--- src/rtl/cpu_pkg.sv ---
// rtl/cpu_pkg.sv - shared types and defaults for the execute/writeback slice
// Purpose: operation codes, control-FSM state encoding and default widths.
// Ports: none (package).
package cpu_pkg;

   localparam int DATA_W_DEF = 16;
   localparam int NREG_DEF   = 16;

   typedef enum logic [2:0] {
      OP_ADD  = 3'b000,
      OP_SUB  = 3'b001,
      OP_MUL  = 3'b010,
      OP_AND  = 3'b011,
      OP_OR   = 3'b100,
      OP_XOR  = 3'b101,
      OP_SHL  = 3'b110,
      OP_PASS = 3'b111
   } op_t;

   typedef enum logic [0:0] {
      ST_IDLE     = 1'b0,
      ST_MUL_BUSY = 1'b1
   } state_t;

endpackage

--- src/rtl/exec_wb_unit_if.sv ---
// rtl/exec_wb_unit_if.sv - request/result bundle of the execute/writeback unit
// Purpose: groups the request handshake (in_*/op/rd/operands) and the result pulse (out_*).
// Ports: none; master drives requests and observes results, slave is the unit.
interface exec_wb_unit_if import cpu_pkg::*; #(
   parameter int DATA_W = DATA_W_DEF,
   parameter int NREG   = NREG_DEF
);
   localparam int RD_W = $clog2(NREG);

   logic              in_valid;
   logic              in_ready;
   op_t               op;
   logic [RD_W-1:0]   rd;
   logic [DATA_W-1:0] rs1;
   logic [DATA_W-1:0] rs2;
   logic              cin;
   logic              bin;
   logic              out_valid;
   logic [DATA_W-1:0] out_data;
   logic [RD_W-1:0]   out_rd;
   logic              out_cout;

   modport master (
      output in_valid, op, rd, rs1, rs2, cin, bin,
      input  in_ready, out_valid, out_data, out_rd, out_cout
   );

   modport slave (
      input  in_valid, op, rd, rs1, rs2, cin, bin,
      output in_ready, out_valid, out_data, out_rd, out_cout
   );

endinterface

--- src/rtl/seq_mul.sv ---
// rtl/seq_mul.sv - iterative shift-add unsigned multiplier, one product bit per cycle
// Purpose: start loads the operands; DATA_W cycles later done pulses with the full product.
// Ports: clk, rst (sync, active-high), start, a, b in; done, product (valid while done) out.
module seq_mul #(
   parameter int DATA_W = 16
) (
   input  logic                  clk,
   input  logic                  rst,
   input  logic                  start,
   input  logic [DATA_W-1:0]     a,
   input  logic [DATA_W-1:0]     b,
   output logic                  done,
   output logic [2*DATA_W-1:0]   product
);
   localparam int CNT_W = $clog2(DATA_W);

   logic                busy;
   logic [CNT_W-1:0]    cnt;
   logic [2*DATA_W-1:0] mcand;
   logic [DATA_W-1:0]   mplier;
   logic [2*DATA_W-1:0] acc;
   logic [2*DATA_W-1:0] partial;

   // product is the accumulator after this cycle's step, so the result is
   // available on the same edge that retires the last multiplier bit.
   assign partial = mplier[0] ? mcand : '0;
   assign product = acc + partial;
   assign done    = busy && (cnt == CNT_W'(DATA_W - 1));

   always_ff @(posedge clk) begin
      if (rst) begin
         busy   <= 1'b0;
         cnt    <= '0;
         mcand  <= '0;
         mplier <= '0;
         acc    <= '0;
      end else if (start) begin
         busy   <= 1'b1;
         cnt    <= '0;
         mcand  <= {{DATA_W{1'b0}}, a};
         mplier <= b;
         acc    <= '0;
      end else if (busy) begin
         acc    <= product;
         mcand  <= mcand << 1;
         mplier <= mplier >> 1;
         cnt    <= cnt + 1'b1;
         if (done) begin
            busy <= 1'b0;
         end
      end
   end

endmodule

--- src/rtl/exec_wb_unit.sv ---
// rtl/exec_wb_unit.sv - single-issue ALU with sequential multiplier and register-file writeback
// Purpose: executes one op per cycle (MUL takes DATA_W+1 cycles), pulses the result and
//          writes it into the register file on the following edge.
// Ports: clk, rst (sync, active-high); bus (exec_wb_unit_if.slave) request/result;
//        regs out, current register-file contents.
module exec_wb_unit import cpu_pkg::*; #(
   parameter int DATA_W  = DATA_W_DEF,
   parameter int NREG    = NREG_DEF,
   parameter int ZERO_R0 = 0
) (
   input  logic              clk,
   input  logic              rst,
   exec_wb_unit_if.slave     bus,
   output logic [DATA_W-1:0] regs [NREG]
);
   localparam int RD_W = $clog2(NREG);
   localparam int SH_W = $clog2(DATA_W);

   localparam logic [0:0] S_IDLE     = ST_IDLE;
   localparam logic [0:0] S_MUL_BUSY = ST_MUL_BUSY;

   logic [0:0]          state;
   logic                accept;
   logic                mul_start;
   logic                mul_done;
   logic [2*DATA_W-1:0] mul_product;
   logic [RD_W-1:0]     mul_rd;
   logic [DATA_W:0]     alu_wide;
   logic [DATA_W-1:0]   alu_data;
   logic                alu_cout;

   // Gated by rst so a request in a reset cycle is never taken.
   assign bus.in_ready = (state == S_IDLE) && !rst;
   assign accept       = bus.in_valid && bus.in_ready;
   assign mul_start    = accept && (bus.op == OP_MUL);

   always_comb begin
      alu_wide = '0;
      alu_data = '0;
      alu_cout = 1'b0;
      case (bus.op)
         OP_ADD: begin
            alu_wide = {1'b0, bus.rs1} + {1'b0, bus.rs2} + (DATA_W+1)'(bus.cin);
            alu_data = alu_wide[DATA_W-1:0];
            alu_cout = alu_wide[DATA_W];
         end
         OP_SUB: begin
            // A negative difference wraps into bit DATA_W, which is the borrow.
            alu_wide = {1'b0, bus.rs1} - {1'b0, bus.rs2} - (DATA_W+1)'(bus.bin);
            alu_data = alu_wide[DATA_W-1:0];
            alu_cout = alu_wide[DATA_W];
         end
         OP_AND:  alu_data = bus.rs1 & bus.rs2;
         OP_OR:   alu_data = bus.rs1 | bus.rs2;
         OP_XOR:  alu_data = bus.rs1 ^ bus.rs2;
         OP_SHL:  alu_data = bus.rs1 << bus.rs2[SH_W-1:0];
         OP_PASS: alu_data = bus.rs2;
         default: alu_data = '0;
      endcase
   end

   seq_mul #(.DATA_W(DATA_W)) u_mul (
      .clk     (clk),
      .rst     (rst),
      .start   (mul_start),
      .a       (bus.rs1),
      .b       (bus.rs2),
      .done    (mul_done),
      .product (mul_product)
   );

   // Control FSM and result register; out_* hold their value between pulses.
   always_ff @(posedge clk) begin
      if (rst) begin
         state         <= S_IDLE;
         mul_rd        <= '0;
         bus.out_valid <= 1'b0;
         bus.out_data  <= '0;
         bus.out_rd    <= '0;
         bus.out_cout  <= 1'b0;
      end else begin
         bus.out_valid <= 1'b0;
         case (state)
            S_IDLE: begin
               if (mul_start) begin
                  state  <= S_MUL_BUSY;
                  mul_rd <= bus.rd;
               end else if (accept) begin
                  bus.out_valid <= 1'b1;
                  bus.out_data  <= alu_data;
                  bus.out_rd    <= bus.rd;
                  bus.out_cout  <= alu_cout;
               end
            end
            S_MUL_BUSY: begin
               if (mul_done) begin
                  state         <= S_IDLE;
                  bus.out_valid <= 1'b1;
                  bus.out_data  <= mul_product[DATA_W-1:0];
                  bus.out_rd    <= mul_rd;
                  bus.out_cout  <= |mul_product[2*DATA_W-1:DATA_W];
               end
            end
            default: state <= S_IDLE;
         endcase
      end
   end

   // Writeback trails the result pulse by one edge.
   always_ff @(posedge clk) begin
      if (rst) begin
         for (int i = 0; i < NREG; i++) begin
            regs[i] <= '0;
         end
      end else if (bus.out_valid && !((ZERO_R0 != 0) && (bus.out_rd == '0))) begin
         regs[bus.out_rd] <= bus.out_data;
      end
   end

endmodule

--- src/flat_wrapper.sv ---
// flat-port wrapper written by rule: the top's interface ports become plain ports
module exec_wb_unit_flat import cpu_pkg::*;
#(
   parameter int DATA_W  = DATA_W_DEF,
   parameter int NREG    = NREG_DEF,
   parameter int ZERO_R0 = 0
)
  (clk, rst, regs, bus_in_valid, bus_op, bus_rd, bus_rs1, bus_rs2, bus_cin, bus_bin, bus_in_ready, bus_out_valid, bus_out_data, bus_out_rd, bus_out_cout);
  exec_wb_unit_if #(.DATA_W(DATA_W), .NREG(NREG)) bus_i ();
  input  logic clk;
  input  logic rst;
  output logic [DATA_W-1:0] regs[NREG];
  input wire logic [$bits(bus_i.in_valid)-1:0] bus_in_valid;
  input wire logic [$bits(bus_i.op)-1:0] bus_op;
  input wire logic [$bits(bus_i.rd)-1:0] bus_rd;
  input wire logic [$bits(bus_i.rs1)-1:0] bus_rs1;
  input wire logic [$bits(bus_i.rs2)-1:0] bus_rs2;
  input wire logic [$bits(bus_i.cin)-1:0] bus_cin;
  input wire logic [$bits(bus_i.bin)-1:0] bus_bin;
  output wire logic [$bits(bus_i.in_ready)-1:0] bus_in_ready;
  output wire logic [$bits(bus_i.out_valid)-1:0] bus_out_valid;
  output wire logic [$bits(bus_i.out_data)-1:0] bus_out_data;
  output wire logic [$bits(bus_i.out_rd)-1:0] bus_out_rd;
  output wire logic [$bits(bus_i.out_cout)-1:0] bus_out_cout;
  assign bus_i.in_valid = bus_in_valid;
  assign bus_i.op = bus_op;
  assign bus_i.rd = bus_rd;
  assign bus_i.rs1 = bus_rs1;
  assign bus_i.rs2 = bus_rs2;
  assign bus_i.cin = bus_cin;
  assign bus_i.bin = bus_bin;
  assign bus_in_ready = bus_i.in_ready;
  assign bus_out_valid = bus_i.out_valid;
  assign bus_out_data = bus_i.out_data;
  assign bus_out_rd = bus_i.out_rd;
  assign bus_out_cout = bus_i.out_cout;
  exec_wb_unit #(.DATA_W(DATA_W), .NREG(NREG), .ZERO_R0(ZERO_R0)) u_core (.clk(clk), .rst(rst), .bus(bus_i), .regs(regs));
endmodule
--- config.mk ---
export PLATFORM = sky130hd
export DESIGN_NAME = exec_wb_unit_flat
export DESIGN_NICKNAME = d
export VERILOG_FILES = /design/src/rtl/cpu_pkg.sv /design/src/rtl/exec_wb_unit_if.sv /design/src/rtl/seq_mul.sv /design/src/rtl/exec_wb_unit.sv /design/src/flat_wrapper.sv
export SDC_FILE = /design/constraint.sdc
export NUM_CORES = 1
export LEC_CHECK = 0
export ABC_AREA = 1
export ABC_CLOCK_PERIOD_IN_PS = 5400
export CAP_MARGIN = 20
export CORE_MARGIN = 10
export CORE_UTILIZATION = 58
export DETAILED_ROUTE_END_ITERATION = 6
export PLACE_DENSITY = 0.84
export REMOVE_ABC_BUFFERS = 1
export SYNTH_ARGS = -nofsm -noshare
export SYNTH_HDL_FRONTEND = slang
export SYNTH_SLANG_ARGS = --single-unit
--- constraint.sdc ---
create_clock -name clk -period 5.4 [get_ports clk]
set_clock_uncertainty 0.2 [all_clocks]
set_input_delay 1.35 -clock clk [delete_from_list [all_inputs] [get_ports clk]]
set_output_delay 1.35 -clock clk [all_outputs]
set_load 0.02 [all_outputs]
Word-level counts from Yosys, hierarchy flattened
Index checks and enable logic that the tools add are counted.
{ "classes": {"addsub": 6, "mul": 0, "div_mod_pow": 0, "magnitude_cmp": 2, "eq_ne": 11, "shifts": 1, "n_mux": 31, "n_bitwise": 5, "n_reduce_logical": 12} }
{ "op_table": {"columns": ["operator", "n"], "rows": [
  ["bitwise mux 256 bit", 1],
  ["2-to-1 mux 16 bit", 8],
  ["case mux 16 bit (7 select lines)", 1],
  ["demux 16 bit (select 4 bit)", 1],
  ["adder 32 bit", 1],
  ["2-to-1 mux 32 bit", 1],
  ["case mux 16 bit (2 select lines)", 1],
  ["adder 16 x 16 -> 17 bit", 1],
  ["adder 17 x 1 -> 17 bit", 1],
  ["subtractor 16 x 16 -> 17 bit", 1],
  ["subtractor 17 x 1 -> 17 bit", 1],
  ["bitwise AND 16 bit", 1],
  ["OR 16 bit", 1],
  ["OR reduction 16 bit", 1],
  ["<< shifter 16 x 4 -> 16 bit", 1],
  ["XOR 16 bit", 1],
  ["== test 3 bit (second input constant)", 4],
  ["2-to-1 mux 4 bit", 3],
  ["2-to-1 mux 1 bit", 10],
  ["case mux 1 bit (2 select lines)", 4],
  ["case mux 4 bit (2 select lines)", 1],
  ["== test 3 x 2 -> 1 bit (second input constant)", 2],
  ["greater-or-equal comparator 5 bit (second input constant)", 1],
  ["logical AND 1 bit", 5],
  ["14 further kinds", 15]
]} }
{ "word_totals": {"register_bits": 368, "latch_bits": 0, "ram_bits": 0, "rom_bits": 0, "word_cells": 96, "n_memories": 0} }

Longest topological paths before layout
Gate-level depths: netlist (run 1).
{ "logic_depth": {"word_depth": 6, "depth_mapped": 21, "depth_no_buf": 19} }

Hierarchy
From an unflattened synthesis (run 1), not the netlist that was laid out.
{ "hier_totals": {"cells_unflattened": 3066, "hier_area_um2": 20004.2} }
{ "modules_own_cells": {"columns": ["module", "n_inst", "cells_each", "area_each_um2", "seq_area_each_um2"], "rows": [
  ["exec_wb_unit", 1, 2069, 14038.5, 5665.4],
  ["seq_mul", 1, 997, 5965.7, 1701.6]
]} }

Worst setup path before layout (run 1)
OpenSTA, ideal clock, no wires.
{ "synth_timing": {"kind": "input -> register", "startpoint": "input port bus_rs2[0]", "endpoint": "register u_core.bus.out_data[12]", "setup_ns": 0.117, "arrival_time_ns": 3.486, "required_time_ns": 5.083, "setup_slack_ns": 1.597, "stages": 21, "n_path_buf": 2, "cell_sequence": "buf_4 -> buf_4 -> inv_1 -> fa_1 -> fa_1 -> inv_1 -> nand2_2 -> nand2_2 -> nand2_1 -> nand2_2 -> o21ai_4 -> nand2_2 -> nand2_2 -> nand2_1 -> nand2_1 -> nor2_1 -> nor2_1 -> nand2_1 -> nand3_1 -> a21oi_1 -> nor2_1"} }
{ "synth_via": {"elab_chain_len": 6, "elab_cells_between_ends": 9, "classes_between": "4 x add/sub; 1 x shift; 4 x mux"} }
{ "synth_rtl": {"columns": ["item", "line_no", "rtl"], "rows": [
  ["from (decl)", "flat_wrapper.sv:17", "input wire logic [$bits(bus_i.rs2)-1:0] bus_rs2;"],
  ["subtractor 16 x 16 -> 17 bit or adder 16 x 16 -> 17 bit (tied branches)", "exec_wb_unit.sv:49, exec_wb_unit.sv:43", null],
  ["subtractor 17 x 1 -> 17 bit or adder 17 x 1 -> 17 bit (tied branches)", "exec_wb_unit.sv:49, exec_wb_unit.sv:43", null],
  ["case mux 16 bit (7 select lines) (*)", "exec_wb_unit.sv:41", "case (bus.op)"],
  ["2-to-1 mux 16 bit (*)", "exec_wb_unit.sv:88", "end else if (accept) begin"],
  ["2-to-1 mux 16 bit (*)", "exec_wb_unit.sv:85", "if (mul_start) begin"],
  ["case mux 16 bit (2 select lines) (*)", "exec_wb_unit.sv:83", "case (state)"],
  ["to (signal assigned)", "exec_wb_unit.sv:90", "bus.out_data <= alu_data;"],
  ["to (signal assigned)", "exec_wb_unit.sv:99", "bus.out_data <= mul_product[DATA_W-1:0];"],
  ["to (decl)", "exec_wb_unit_if.sv:30", "output in_ready, out_valid, out_data, out_rd, out_cout"]
]} }
Every way passes the cells marked *; elsewhere a longest branch is shown, timed or not. The select of a mux whose other input is x is not followed.
A chain may end at the register's enable or synchronous reset.

Worst setup path in the final report (run 1)
{ "layout_timing": {"startpoint": "input port rst", "endpoint": "output port bus_in_ready"} }
{ "layout_via": {"elab_chain_len": 2} }
{ "layout_rtl": {"columns": ["item", "line_no", "rtl"], "rows": [
  ["from (decl)", "flat_wrapper.sv:11", "input logic rst;"],
  ["logical NOT 1 bit", "exec_wb_unit.sv:33", "assign bus.in_ready = (state == S_IDLE) && !rst;"],
  ["logical AND 1 bit", "exec_wb_unit.sv:33", null],
  ["to (decl)", "flat_wrapper.sv:20", "output wire logic [$bits(bus_i.in_ready)-1:0] bus_in_ready;"]
]} }
Every way passes these cells.

==> results.md, run 1 <==
* Die height at 202 um
* WL/cell at 19.6 um
* Antenna Nets Post-Route at 0
* Post-CTS Setup Inserts at 0
* Yosys reg bits at approximately 370
* Fin crit share at ~79%
* Multi-input logic area at between 0.01 and 0.015 mm^2
* Rows at 66
* Most frequent cells in the layout: 632 x nor2_1, 514 x nand2_1, 374 x o21ai_0
* R2R Path End: u_core.bus.out_cout
* Critical R2R Launch: u_core.u_mul.mplier[0]
* RSZ-0062 raised after global routing: false
* Worst Hold Class: flip-flop to flip-flop
* Clock root buffer: clkbuf_16
* CP Class: primary input to output pin
* Hold Crit Start: u_core.regs[60]
* Storage element area at around 0.0074 mm^2
* EDFF count, synth at 0
* Total leakage power at between 10 and 15 nW
* Clk buf depth at 3
* Worst-path fanout max at 3
* Final hold vios at 0
* GR met1 Demand/Resource at a little over two fifths
* Initial drt markers at roughly 2,100
* CTS Sinks at approximately 370
* Slew @ Worst Pin at 1.12 ns
* Core ar. at 0.0327 mm^2
* Residual DRC at 0
* I/O pin count at 323
* Worst Hold End: u_core.regs[60]
* Hold Path Stages at 2
* CTS tree: yes
* Sequential-to-total area share from yosys stat at between 30% and 40%
* Setup TNS at 0 ns
* CP Capture Type: output pin
* Die width at approximately 200 um
* Most Used Layer, Global Route: met2
* Port Buffers at around 320
* M2 GR Usage at between 50% and 60%
* Number of synthesis warnings at 0
* Initial DRT Pass Iterations at 6
* Starting Density at 58.9%
* Initial antenna violation count at 2
* Vias at around 21,000
* Layout cell share with drive strength beyond 1 at under 10%
* Hold buffers post-CTS at 0
* P&R area growth vs syn at 25.2%
* Crit path from: rst
* Unique masters post-synth at 49
* Mapped Cells at between 2,000 and 3,000
* Slew HR at roughly 25%
* Critical Path RT at slightly below 4 ns
* Max Fclk at between 200 and 250 MHz
* Arr. time, crit path at roughly 2.7 ns
* Power Dens Cells at ~270 mW/mm^2
* CTS Buf Count at 39
* Vias in the first global route at 19,300
* Slew Viols, Final at 0
* Placer Congestion at a little over 1
* Setup WS post-layout at 1.16 ns
* Total wire length at approximately 71 mm
* Outcome: completed
* Minimum clock period at 4.24 ns
* Peak supply drop at 0.257 mV
* Max Cap Viol at 0
* Clock Pin Slew Worst Setup and Hold Paths at 0.06 ns
* Vias per cell at roughly 5.7
* Commonest non-fill, non-tap cell in the layout: nor2_1
* Largest net degree at the start of global routing at 168
* Mapped Area at 0.0193 mm^2
* Fillers at around 2,600
* Fin nets at approximately 3,300
* Die area at 0.0409 mm^2
* Grt ovf at 0
* Final setup viols at 0
* Met3 usage at around 6.3%
* GR Util All Layers at about a third
* PostCTS Resize Cnt at 0
* CP startpoint kind: primary input
* First-pass GRT wire length at 110 mm
* Placed wire-length estimate at slightly above 50 mm
* Top FF cell, synth: dfxtp_1
* H-tree depth at 2
* Worst R2R Setup Slack at 2.11 ns
* Reg2Reg Depth at 19
* Synthesized area per cell at 6.61 um^2
* Clock latency on the worst-skew pair at ~0.56 ns
* Post-synth ARST share at 0%
* Pre-CTS WS at approximately 0.94 ns
power breakdown:
group / total, mW / internal, mW / switching [mW]
Combinational: 0.764 / 0.247 / 0.517
Clock: 2.87 / 1.72 / 1.15
Sequential: 2.79 / 2.75 / 0.0390
Total: 6.43 / 4.72 / 1.71
area by class of cell:
class / instances / share of cell area [%]
Sequential cell: 368 / 30.5
Multi-Input combinational cell: 2059 / 41.5
Clock buffer: 53 / 4.72
Inverter: 336 / 5.25
Antenna cell: 2 / 0.0207
Clock inverter: 15 / 0.949
Tap cell: 442 / 2.29
Timing Repair Buffer: 358 / 14.7
Yosys cell counts (all sizes together) (12+ instances only):
master / n / area [um^2]
a21oi: 161 / 810
a31oi: 26 / 163
buf: 44 / 201
clkbuf: 111 / 424
dfxtp: 368 / 7370
ha: 95 / 1190
inv: 335 / 1260
nand2: 522 / 1980
nand3: 105 / 526
nor2: 640 / 2420
nor3: 12 / 71.3
o211ai: 13 / 97.6
o21ai: 384 / 1940
o22ai: 14 / 87.6
xor2: 15 / 131
critical path, stage by stage:
cell             delay [ns]
clkdlybuf4s50_1        0.41
nor2_1                 0.26
clkdlybuf4s50_1        0.67
metal layers:
metal	up-vias	part of all wire [%]
met3	192	11
li1	9772	-
met5	-	0
met2	1202	45
met4	0	4.8
met1	9640	39
cells by family after synthesis:
group / Yosys count / share of synthesized area (%)
AOI/OAI and AO/OA: 626 / 17.3
xor gates and xnor gates: 19 / 0.863
adders and majority gates: 100 / 6.69
buffers and inverters: 491 / 9.79
DFF: 368 / 38.2
muxes: 3 / 0.156
and+or+nand+nor: 1311 / 27.0
worst max-delay path by stage:
| stage | depth (start not counted) | slack, ns | endpoint |
|---|---|---|---|
| 2_1_floorplan | 3 | 0.33 | u_core.bus.out_data[10] |
| 3_3_place_gp | 15 | 1.02 | u_core.bus.out_data[11] |
| 3_5_place_dp | 15 | 0.94 | u_core.bus.out_data[12] |
| 4_1_cts | 3 | 1.15 | bus_in_ready |
| 5_1_grt | 3 | 1.12 | bus_in_ready |
| 6_report | 3 | 1.16 | bus_in_ready |
per-stage QoR:
| stage | instances | instance area, um^2 | utilization, % | hold WS [ns] | power [mW] |
|---|---|---|---|---|---|
| 2_1_floorplan | 2763 | 18700 | - | 0.235 | 3.26 |
| 3_3_place_gp | 3558 | 22700 | 69.4 | 0.232 | 3.57 |
| 3_5_place_dp | 3558 | 22700 | 69.4 | 0.237 | 3.58 |
| 4_1_cts | 3626 | 24000 | 73.5 | 0.247 | 6.41 |
| 5_1_grt | 3633 | 24100 | 73.8 | 0.265 | 6.59 |
| 6_report | 3633 | 24100 | 73.8 | 0.243 | 6.43 |
registers in the layout (all words and copies together) (netlist names), 4 cells and up:
signal	flops
u_core.u_mul.mcand	32
u_core.mul_rd	4
u_core.u_mul.mplier	16
u_core.bus.out_rd	4
u_core.bus.out_data	16
u_core.u_mul.acc	32
u_core.regs	256
u_core.u_mul.cnt	4
Note: power is estimated with default switching activity, not from simulation.
==> run 2: changes to the inputs <==
--- a/config.mk
+++ b/config.mk
@@ -6,12 +6,12 @@
 export NUM_CORES = 1
 export LEC_CHECK = 0
 export ABC_AREA = 1
-export ABC_CLOCK_PERIOD_IN_PS = 5400
+export ABC_CLOCK_PERIOD_IN_PS = 4000
 export CAP_MARGIN = 20
 export CORE_MARGIN = 10
-export CORE_UTILIZATION = 58
+export CORE_UTILIZATION = 54
 export DETAILED_ROUTE_END_ITERATION = 6
-export PLACE_DENSITY = 0.84
+export PLACE_DENSITY = 0.79
 export REMOVE_ABC_BUFFERS = 1
 export SYNTH_ARGS = -nofsm -noshare
 export SYNTH_HDL_FRONTEND = slang
==> constraint.sdc (replaced) <==
create_clock -name clk -period 4 [get_ports clk]
set_clock_uncertainty 0.2 [all_clocks]
set_input_delay 1 -clock clk [delete_from_list [all_inputs] [get_ports clk]]
set_output_delay 1 -clock clk [all_outputs]
set_load 0.02 [all_outputs]
==> run 2 against run 1 <==
Compared with the run above: global-route usage down 0.82 points; combinational power is 47% higher; core utilization fell by 4.5 points; clock-buffer cell count fell by 1; largest power group unchanged; critical endpoint unchanged; sequential power grew 34%.
==> results.md, run 2 (same netlist as run 1, synthesis figures left out) <==
* Max reg flops at about 260
* Starting Density at 54.5%
* Die height at 209 um
* Critical Path RT at approximately 2.8 ns
* Rows at between 60 and 70
* Clock Pin Slew Worst Setup and Hold Paths at approximately 0.060 ns
* Met3 usage at roughly 6.1%
* Fillers at roughly 3,000
* Vias in the first global route at ~20,000
* M2 GR Usage at 51.7%
* Layout cell share with drive strength beyond 1 at around 6.0%
* CP max stage delay at 0.66 ns
* GR Util All Layers at between 30% and 40%
* Commonest non-fill, non-tap cell in the layout: nor2_1
* Logic pwr share at about an eighth
* Clk buf depth at 3
* Seq pwr share at a little over two fifths
* Minimum clock period at roughly 3.4 ns
* CP Class: primary input to output pin
* Fin nets at roughly 3,400
* Clock network fraction of total power at 43.7%
* Worst Hold Class: flip-flop to flip-flop
* Max Cap Viol at 0
* Fin crit share at a little under nine tenths
* Biggest register: u_core.regs
* Initial drt markers at between 2,000 and 2,500
* Power Dens Cells at around 350 mW/mm^2
* Arr. time, crit path at around 2.3 ns
* Total leakage power at between 10 and 15 nW
* Initial antenna violation count at 4
* Peak supply drop at between 0.4 and 0.5 mV
* Final hold vios at 0
* Total wire length at around 74 mm
* Most frequent cells in the layout: 632 x nor2_1, 514 x nand2_1, 374 x o21ai_0
* Hold buffers post-CTS at 0
* Storage element area at around 0.0074 mm^2
* Vias at about 21,000
* Slew @ Worst Pin at approximately 1.1 ns
* Placed wire-length estimate at 55.4 mm
* Reg2Reg Depth at 19
* CP Capture Type: output pin
* CP cell instances: clkdlybuf4s50_1, nor2_1, clkdlybuf4s50_1
* P&R area growth vs syn at 27.3%
* Grt ovf at 0
* Residual DRC at 0
* Largest registers: u_core.regs (256), u_core.u_mul.acc (32), u_core.u_mul.mcand (32)
* First-pass GRT wire length at 113 mm
* Hold Crit Start: u_core.regs[242]
* WL/cell at ~20 um
* Core ar. at roughly 0.035 mm^2
* Clock latency on the worst-skew pair at approximately 0.57 ns
* Vias per cell at around 5.6
* Critical R2R Launch: u_core.u_mul.mplier[0]
* Largest net degree at the start of global routing at between 100 and 150
* I/O pin count at 323
* Switch Pwr at about 2.4 mW
* CP startpoint kind: primary input
* DP Cell Count at about 3,600
* Max Fclk at around 290 MHz
* RSZ-0062 raised after global routing: false
* Port Buffers at approximately 320
* Setup TNS at 0 ns
* Hold Path Stages at 2
* Slew Viols, Final at 0
* Placer Congestion at 0.966
* Most Used Layer, Global Route: met2
* Fin cells at between 3,000 and 4,000
* H-tree depth at 2
* Die area at around 0.044 mm^2
* Crit path from: rst
* Cell mode on critical path: clkdlybuf4s50_1
* GR met1 Demand/Resource at a little over two fifths
* Final setup viols at 0
* CP max stage cell: clkdlybuf4s50_1
* Worst-path fanout max at 3
* CTS Sinks at ~370
* Clock root buffer: clkbuf_16
* Inserted Diodes at 0
* Antenna Nets Post-Route at 0
* Post-CTS Setup Inserts at 0
* Die width at around 210 um
* Outcome: completed
* Internal power at ~6.3 mW
* Multi-input logic area at approximately 0.01 mm^2
* PostCTS Resize Cnt at 0
* CTS Buf Count at 39
* Slew HR at between 20% and 30%
* Initial DRT Pass Iterations at 5
* Sw frac at between 20% and 30%
* CTS tree: yes
-- run 2: layout make-up --
type	instances	area share (%)
clock buffers	52	4.51
clock inverters	17	0.872
inverters	336	5.16
multi-input cells	2059	40.9
flip-flops and latches	368	30.0
well taps	461	2.35
repair buffers	416	16.2
-- run 2: critical path, delay by kind of cell --
kind / cells / cell delay [ns]
buffers and inverters: 2 / 1.07
and+or+nand+nor: 1 / 0.18
-- run 2: layer usage --
metal / wire [um] / up-vias / part of all wire [%]
li1: - / 9901 / -
met1: 30700 / 9746 / 42
met2: 33200 / 1034 / 45
met3: 6830 / 173 / 9.2
met4: 3180 / 8 / 4.3
met5: 50 / - / 0.068
-- run 2: power by group through the flow --
stage / clock, mW / combinational [mW] / sequential (mW)
6_report: 3.79 / 1.12 / 3.75
5_1_grt: 3.94 / 1.20 / 3.75
4_1_cts: 3.80 / 1.09 / 3.75
3_5_place_dp: 0 / 1.09 / 3.83
3_3_place_gp: 0 / 1.08 / 3.83
2_1_floorplan: 0 / 0.498 / 3.90
-- run 2: worst paths after layout --
path	to	slack [ns]
worst max-delay path	bus_in_ready	0.55
worst min-delay path	u_core.regs[242]	0.25
worst max register to register	u_core.bus.out_cout	0.80
worst min register to register	u_core.regs[242]	0.25
-- run 2: metrics by stage --
step / hold slack (ns) / total power, mW / cell area [um^2] / util (%) / setup WS, ns
finish: 0.248 / 8.66 / 24500 / 69.3 / 0.552
detailed placement: 0.236 / 4.92 / 23200 / 65.5 / 0.0427
global placement: 0.231 / 4.91 / 23200 / 65.5 / 0.0864
global route: 0.263 / 8.89 / 24500 / 69.3 / 0.388
CTS: 0.245 / 8.64 / 24500 / 69.2 / 0.551
floorplan: 0.235 / 4.40 / 18700 / - / -0.721
